**src/rtl/adventure_grid_fsm_pkg.sv**
```systemverilog
// Shared types for the adventure grid game: game states, move directions
// and the one-hot press decoder used by the location FSM.
package adventure_pkg;

    typedef enum logic [1:0] {
        PLAY,
        WON,
        DEAD
    } game_state_t;

    typedef enum logic [2:0] {
        DIR_N,
        DIR_S,
        DIR_E,
        DIR_W,
        DIR_NONE
    } dir_t;

    // Bit order of the press vector is {W, E, S, N}; anything but exactly one bit is no move.
    function automatic dir_t dir_decode(input logic [3:0] press);
        dir_t dir;
        case (press)
            4'b0001: dir = DIR_N;
            4'b0010: dir = DIR_S;
            4'b0100: dir = DIR_E;
            4'b1000: dir = DIR_W;
            default: dir = DIR_NONE;
        endcase
        return dir;
    endfunction

endpackage

```
**src/rtl/adventure_grid_fsm_if.sv**
```systemverilog
// Button and status bundle between the board (master) and the grid FSM (slave).
interface adventure_grid_fsm_if #(
    parameter int GRID_W = 4,
    parameter int GRID_H = 4,
    parameter int MW     = 8
);
    localparam int XW = $clog2(GRID_W);
    localparam int YW = $clog2(GRID_H);

    logic          N;
    logic          S;
    logic          E;
    logic          W;
    logic          D;
    logic          WIN;
    logic [XW-1:0] pos_x;
    logic [YW-1:0] pos_y;
    logic          sword;
    logic [MW-1:0] moves;

    modport master (
        output N, S, E, W,
        input  D, WIN, pos_x, pos_y, sword, moves
    );

    modport slave (
        input  N, S, E, W,
        output D, WIN, pos_x, pos_y, sword, moves
    );

endinterface

```
**src/rtl/adventure_grid_fsm_button_edge.sv**
```systemverilog
// Rising-edge detector for the four direction buttons. The previous-level
// register tracks the buttons every cycle, including during reset.
module button_edge (
    input  logic       clock,
    input  logic       reset,
    input  logic [3:0] btn,
    output logic [3:0] press
);

    logic [3:0] prev_q;
    logic [3:0] prev_d;

    always_comb begin
        prev_d = btn;
    end

    // Loading the live levels on reset keeps a button held through reset from reading as a press.
    always_ff @(posedge clock) begin
        if (reset) begin
            prev_q <= btn;
        end else begin
            prev_q <= prev_d;
        end
    end

    assign press = btn & ~prev_q;

endmodule

```
**src/rtl/adventure_grid_fsm.sv**
```systemverilog
// Parametrised room-grid location FSM: moves the player one room per button
// press, tracks the sword, counts moves and decides win/death on the dragon room.
module adventure_grid_fsm
    import adventure_pkg::*;
#(
    parameter int GRID_W    = 4,
    parameter int GRID_H    = 4,
    parameter int START_X   = 0,
    parameter int START_Y   = 0,
    parameter int SWORD_X   = 3,
    parameter int SWORD_Y   = 0,
    parameter int DRAGON_X  = 3,
    parameter int DRAGON_Y  = 3,
    parameter int MAX_MOVES = 0,
    parameter int MW        = 8
) (
    input  logic                 clock,
    input  logic                 reset,
    adventure_grid_fsm_if.slave  bus
);

    localparam int XW = $clog2(GRID_W);
    localparam int YW = $clog2(GRID_H);

    localparam logic [XW-1:0] START_XV  = XW'(START_X);
    localparam logic [YW-1:0] START_YV  = YW'(START_Y);
    localparam logic [XW-1:0] SWORD_XV  = XW'(SWORD_X);
    localparam logic [YW-1:0] SWORD_YV  = YW'(SWORD_Y);
    localparam logic [XW-1:0] DRAGON_XV = XW'(DRAGON_X);
    localparam logic [YW-1:0] DRAGON_YV = YW'(DRAGON_Y);
    localparam logic [XW-1:0] X_MAX     = XW'(GRID_W - 1);
    localparam logic [YW-1:0] Y_MAX     = YW'(GRID_H - 1);
    localparam logic [MW-1:0] BUDGET    = MW'(MAX_MOVES);

    if (GRID_W < 2 || GRID_H < 2 ||
        START_X  < 0 || START_X  >= GRID_W || START_Y  < 0 || START_Y  >= GRID_H ||
        SWORD_X  < 0 || SWORD_X  >= GRID_W || SWORD_Y  < 0 || SWORD_Y  >= GRID_H ||
        DRAGON_X < 0 || DRAGON_X >= GRID_W || DRAGON_Y < 0 || DRAGON_Y >= GRID_H) begin : g_bad_room
        $error("adventure_grid_fsm: grid too small or room coordinate outside the grid");
    end

    if ((DRAGON_X == START_X && DRAGON_Y == START_Y) ||
        (DRAGON_X == SWORD_X && DRAGON_Y == SWORD_Y)) begin : g_bad_dragon
        $error("adventure_grid_fsm: dragon room must differ from the start and sword rooms");
    end

    function automatic logic [MW-1:0] sat_inc(input logic [MW-1:0] v);
        return (&v) ? v : v + MW'(1);
    endfunction

    logic [3:0] press;
    dir_t       dir;

    button_edge u_button_edge (
        .clock (clock),
        .reset (reset),
        .btn   ({bus.W, bus.E, bus.S, bus.N}),
        .press (press)
    );

    assign dir = dir_decode(press);

    game_state_t   state_q, state_d;
    logic [XW-1:0] pos_x_q, pos_x_d;
    logic [YW-1:0] pos_y_q, pos_y_d;
    logic          sword_q, sword_d;
    logic [MW-1:0] moves_q, moves_d;

    logic [XW-1:0] next_x;
    logic [YW-1:0] next_y;
    logic          step_ok;
    logic [MW-1:0] moves_inc;

    always_comb begin
        state_d   = state_q;
        pos_x_d   = pos_x_q;
        pos_y_d   = pos_y_q;
        sword_d   = sword_q;
        moves_d   = moves_q;
        next_x    = pos_x_q;
        next_y    = pos_y_q;
        step_ok   = 1'b0;
        moves_inc = sat_inc(moves_q);

        // A step toward a wall leaves step_ok low, so the move is simply dropped.
        case (dir)
            DIR_N: if (pos_y_q != '0)    begin next_y = pos_y_q - YW'(1); step_ok = 1'b1; end
            DIR_S: if (pos_y_q != Y_MAX) begin next_y = pos_y_q + YW'(1); step_ok = 1'b1; end
            DIR_E: if (pos_x_q != X_MAX) begin next_x = pos_x_q + XW'(1); step_ok = 1'b1; end
            DIR_W: if (pos_x_q != '0)    begin next_x = pos_x_q - XW'(1); step_ok = 1'b1; end
            default: ;
        endcase

        if (state_q == PLAY && step_ok) begin
            pos_x_d = next_x;
            pos_y_d = next_y;
            moves_d = moves_inc;
            // Dragon outcome outranks the move budget, so a winning last move still wins.
            if (next_x == DRAGON_XV && next_y == DRAGON_YV) begin
                state_d = sword_q ? WON : DEAD;
            end else if (MAX_MOVES != 0 && moves_inc == BUDGET) begin
                state_d = DEAD;
            end else if (next_x == SWORD_XV && next_y == SWORD_YV) begin
                sword_d = 1'b1;
            end
        end
    end

    always_ff @(posedge clock) begin
        if (reset) begin
            state_q <= PLAY;
            pos_x_q <= START_XV;
            pos_y_q <= START_YV;
            sword_q <= 1'b0;
            moves_q <= '0;
        end else begin
            state_q <= state_d;
            pos_x_q <= pos_x_d;
            pos_y_q <= pos_y_d;
            sword_q <= sword_d;
            moves_q <= moves_d;
        end
    end

    assign bus.D     = (state_q == DEAD);
    assign bus.WIN   = (state_q == WON);
    assign bus.pos_x = pos_x_q;
    assign bus.pos_y = pos_y_q;
    assign bus.sword = sword_q;
    assign bus.moves = moves_q;

endmodule

```
**src/flat_wrapper.sv**
```systemverilog
// flat-port wrapper written by rule: the top's interface ports become plain ports
module adventure_grid_fsm_flat import adventure_pkg::*;
#(
    parameter int GRID_W    = 4,
    parameter int GRID_H    = 4,
    parameter int START_X   = 0,
    parameter int START_Y   = 0,
    parameter int SWORD_X   = 3,
    parameter int SWORD_Y   = 0,
    parameter int DRAGON_X  = 3,
    parameter int DRAGON_Y  = 3,
    parameter int MAX_MOVES = 0,
    parameter int MW        = 8
)
  (clock, reset, bus_N, bus_S, bus_E, bus_W, bus_D, bus_WIN, bus_pos_x, bus_pos_y, bus_sword, bus_moves);
  adventure_grid_fsm_if #(.GRID_W(GRID_W), .GRID_H(GRID_H), .MW(MW)) bus_i ();
  input  logic clock;
  input  logic reset;
  input wire logic [$bits(bus_i.N)-1:0] bus_N;
  input wire logic [$bits(bus_i.S)-1:0] bus_S;
  input wire logic [$bits(bus_i.E)-1:0] bus_E;
  input wire logic [$bits(bus_i.W)-1:0] bus_W;
  output wire logic [$bits(bus_i.D)-1:0] bus_D;
  output wire logic [$bits(bus_i.WIN)-1:0] bus_WIN;
  output wire logic [$bits(bus_i.pos_x)-1:0] bus_pos_x;
  output wire logic [$bits(bus_i.pos_y)-1:0] bus_pos_y;
  output wire logic [$bits(bus_i.sword)-1:0] bus_sword;
  output wire logic [$bits(bus_i.moves)-1:0] bus_moves;
  assign bus_i.N = bus_N;
  assign bus_i.S = bus_S;
  assign bus_i.E = bus_E;
  assign bus_i.W = bus_W;
  assign bus_D = bus_i.D;
  assign bus_WIN = bus_i.WIN;
  assign bus_pos_x = bus_i.pos_x;
  assign bus_pos_y = bus_i.pos_y;
  assign bus_sword = bus_i.sword;
  assign bus_moves = bus_i.moves;
  adventure_grid_fsm #(.GRID_W(GRID_W), .GRID_H(GRID_H), .START_X(START_X), .START_Y(START_Y), .SWORD_X(SWORD_X), .SWORD_Y(SWORD_Y), .DRAGON_X(DRAGON_X), .DRAGON_Y(DRAGON_Y), .MAX_MOVES(MAX_MOVES), .MW(MW)) u_core (.clock(clock), .reset(reset), .bus(bus_i));
endmodule
```
**config.mk**
```make
export PLATFORM = sky130hd
export DESIGN_NAME = adventure_grid_fsm_flat
export DESIGN_NICKNAME = d
export VERILOG_FILES = /design/src/rtl/adventure_grid_fsm_pkg.sv /design/src/rtl/adventure_grid_fsm_if.sv /design/src/rtl/adventure_grid_fsm_button_edge.sv /design/src/rtl/adventure_grid_fsm.sv /design/src/flat_wrapper.sv
export SDC_FILE = /design/constraint.sdc
export NUM_CORES = 1
export LEC_CHECK = 0
export ABC_AREA = 1
export CAP_MARGIN = 20
export CORE_ASPECT_RATIO = 1.2
export CORE_MARGIN = 4
export CORE_UTILIZATION = 56
export CTS_BUF_LIST = sky130_fd_sc_hd__clkbuf_4 sky130_fd_sc_hd__clkbuf_8
export DETAILED_ROUTE_END_ITERATION = 12
export PLACE_DENSITY = 0.91
export SYNTH_ARGS = -nofsm -noshare
export SYNTH_HDL_FRONTEND = slang
export SYNTH_HIERARCHICAL = 1
export SYNTH_SLANG_ARGS = --single-unit
export TNS_END_PERCENT = 30
```
**constraint.sdc**
```tcl
create_clock -name clock -period 4.88 [get_ports clock]
set_clock_uncertainty 0.2 [all_clocks]
set_input_delay 0.976 -clock clock [delete_from_list [all_inputs] [get_ports clock]]
set_output_delay 0.976 -clock clock [all_outputs]
set_load 0.01 [all_outputs]
```
==> qor.yml <==
status: "completed"
cp.required_ns: 4.89
wl_per_cell_um: 12.3
drt-met1-wl_um: 957
grt_overflow_total: 0
grt_pass1_vias: 971
num_antenna_cells: 0
slew_headroom_pct: 68.4
cts_sinks: 19
netlist_area_sq_mm: 0.00104
yosysSeqAreaShare_pct: 36.5
ctsLongestPathBuffers: 2
die_area_sq_mm: 0.00262
rows: 16
io_buffers: 20
route.met2.wl_um: 1210
worstMarginPinSlew_ns: 0.472
dpl.hpwl_um: 1770
grt_setup_unrepaired: "false"
ios: 21
finalCriticalPeriod_ns: 2.69
nets: 179
first_iter_violations: 24
clk_pin_slew_worst_paths_ns: 0.11
vias_per_cell: 5.44
dr_wl_met3_um: 126
grt_max_degree: 14
track_usage_pct: 19.2
cts_hold_buf: 0
yosysWarnings: 6
report.final.hold_viol_count: 0
wirelength_um: 2330
firstDrtPassIters: 4
dp_slack_ns: 1.89
start_util_pct: 61.3
finalCritPeriodShare_pct: 55.1
hold_path.class: "reg -> reg"
area_delta_synth_final_pct: 22.5
drc: 0
drive_above_1_share_pct: 11.7
syn_inst: 149
synth_nets: 156
max_freq_ghz: 0.372
vias: 1029
root_buffer: "clkbuf_4"
die_x_um: 47.4
cts_setup_buffers: 0
cap_violations: 0
cts_tree: "built"
antenna_found_initial: 0
fin_setup_tns_ns: 0
htreeDepth: 1
setup_ws_ns: 2.19
p_total_mw: 0.319
core_sq_mm: 0.00170
dr.max_layer_used: "met4"
peakVddDrop_uv: 191
power_density_mw_per_mm2: 250
worstPathMaxFanout: 13
worstSetupPathType: "in -> reg"
drtAntennaViolNets: 0
cts_resized: 0
setup_viol: 0
p_leak_nw: 0.509
gp_congestion: 0.808
drv_slew: 0
insertion_delay_ns: 0.29
die_h_um: 55.3
syn_area_per_cell_sq_um: 7.00
critPathArrivalTime_ns: 2.70
ys_ff_latch: 19
cp-end-kind: "register"
ys_types: 23
startpoint_type: "primary input"
grt_pass1_wl_um: 3890
numCtsBuffers: 3
==> critical path, stage by stage <==
cell and delay [ns]:
clkdlybuf4s50_1 0.47, inv_1 0.05, nor2_2 0.19, nor2_2 0.09
nand3_1 0.10, nand2_2 0.07, o21ai_4 0.26, inv_4 0.12
nand2_2 0.15, nand2_1 0.07, a21oi_1 0.14
==> layer usage <==
metal | vias up | GRT usage, %
met1 | 459 | 23.8
met4 | 0 | 5.93
met3 | 4 | 5.19
met5 | - | 0
li1 | 531 | -
met2 | 35 | 31.0
==> through the flow <==
step | utilization [%] | area [sq um] | hold WS (ns) | std cells
floorplan | - | 1040 | 0.264 | 149
global placement | 73.5 | 1250 | 0.278 | 185
detailed placement | 73.5 | 1250 | 0.292 | 185
CTS | 75.1 | 1280 | 0.311 | 189
global route | 75.1 | 1280 | 0.328 | 189
finish | 75.1 | 1280 | 0.316 | 189
==> cell usage in the layout (no fill, tap or decap), drive strengths merged <==
cell	Yosys	routed
nand2	29	29
nand3	25	25
inv	21	21
nor2	21	21
clkdlybuf4s50	0	20
dfxtp	19	19
a21oi	14	14
nand4	4	4
o21ai	4	4
clkbuf	1	3
xor2	3	3
xnor2	3	3
clkinv	0	1
o211ai	1	1
nand3b	1	1
a211oi	1	1
ha	1	1
==> final cells by class <==
cell class	instances	area (sq um)
sequential	19	380
inverter	21	81.3
tap	18	22.5
fill	140	423
clock buffer	3	22.5
clock inverter	1	5.00
multi-input combinational	107	567
timing repair buffer	20	200
==> flip-flops by register name (all words and copies together) (netlist names) <==
signal and flops:
u_core/bus.moves 8, u_core/bus.sword 1, u_core/bus.pos_y 2, u_core/state_q 2
u_core/u_button_edge/prev_q 4, u_core/bus.pos_x 2
==> cells in the mapped netlist <==
master | count | area [sq um]
clkbuf_1 | 1 | 3.75
ha_1 | 1 | 12.5
nand3_2 | 1 | 10.0
dfxtp_1 | 19 | 380
nand3_1 | 24 | 120
xor2_1 | 3 | 26.3
inv_4 | 1 | 6.26
nand2_2 | 4 | 25.0
a21oi_1 | 14 | 70.1
nand2_1 | 25 | 93.8
nor2_2 | 7 | 43.8
nand3b_1 | 1 | 7.51
o211ai_1 | 1 | 7.51
inv_1 | 19 | 71.3
a211oi_1 | 1 | 7.51
xnor2_1 | 3 | 26.3
nand4_1 | 4 | 25.0
o21ai_4 | 1 | 16.3
nor2_1 | 13 | 48.8
o21ai_0 | 3 | 15.0
nor2_4 | 1 | 11.3
inv_2 | 1 | 3.75
buf_6 | 1 | 11.3
==> final timing paths <==
path                                                      from             endpoint  slack (ns)  depth (start not counted)
worst max register to register  u_core/u_button_edge/prev_q[2]  u_core/bus.moves[2]        3.07                          9
worst max-delay path                                     bus_E  u_core/bus.moves[2]        2.19                         11
worst min register to register                u_core/bus.sword     u_core/bus.sword        0.32                          2
worst min-delay path                          u_core/bus.sword     u_core/bus.sword        0.32                          2
==> cells by family (layout without fill, tap and decap cells) <==
group / Yosys count / count (layout) / synth area share, %
buffers and inverters: 23 / 45 / 9.23
and+or+nand+nor: 80 / 80 / 36.9
DFF: 19 / 19 / 36.5
xor gates and xnor gates: 6 / 6 / 5.04
AOI/OAI and AO/OA: 20 / 20 / 11.2
adders and majority gates: 1 / 1 / 1.20
==> where the power goes <==
part           switching, mW  internal (mW)  total [mW]
clock network         0.0482         0.0304      0.0787
logic                 0.0413         0.0282      0.0695
registers            0.00834          0.163       0.171
total                 0.0979          0.221       0.319
(Power assumes the default switching activity.)
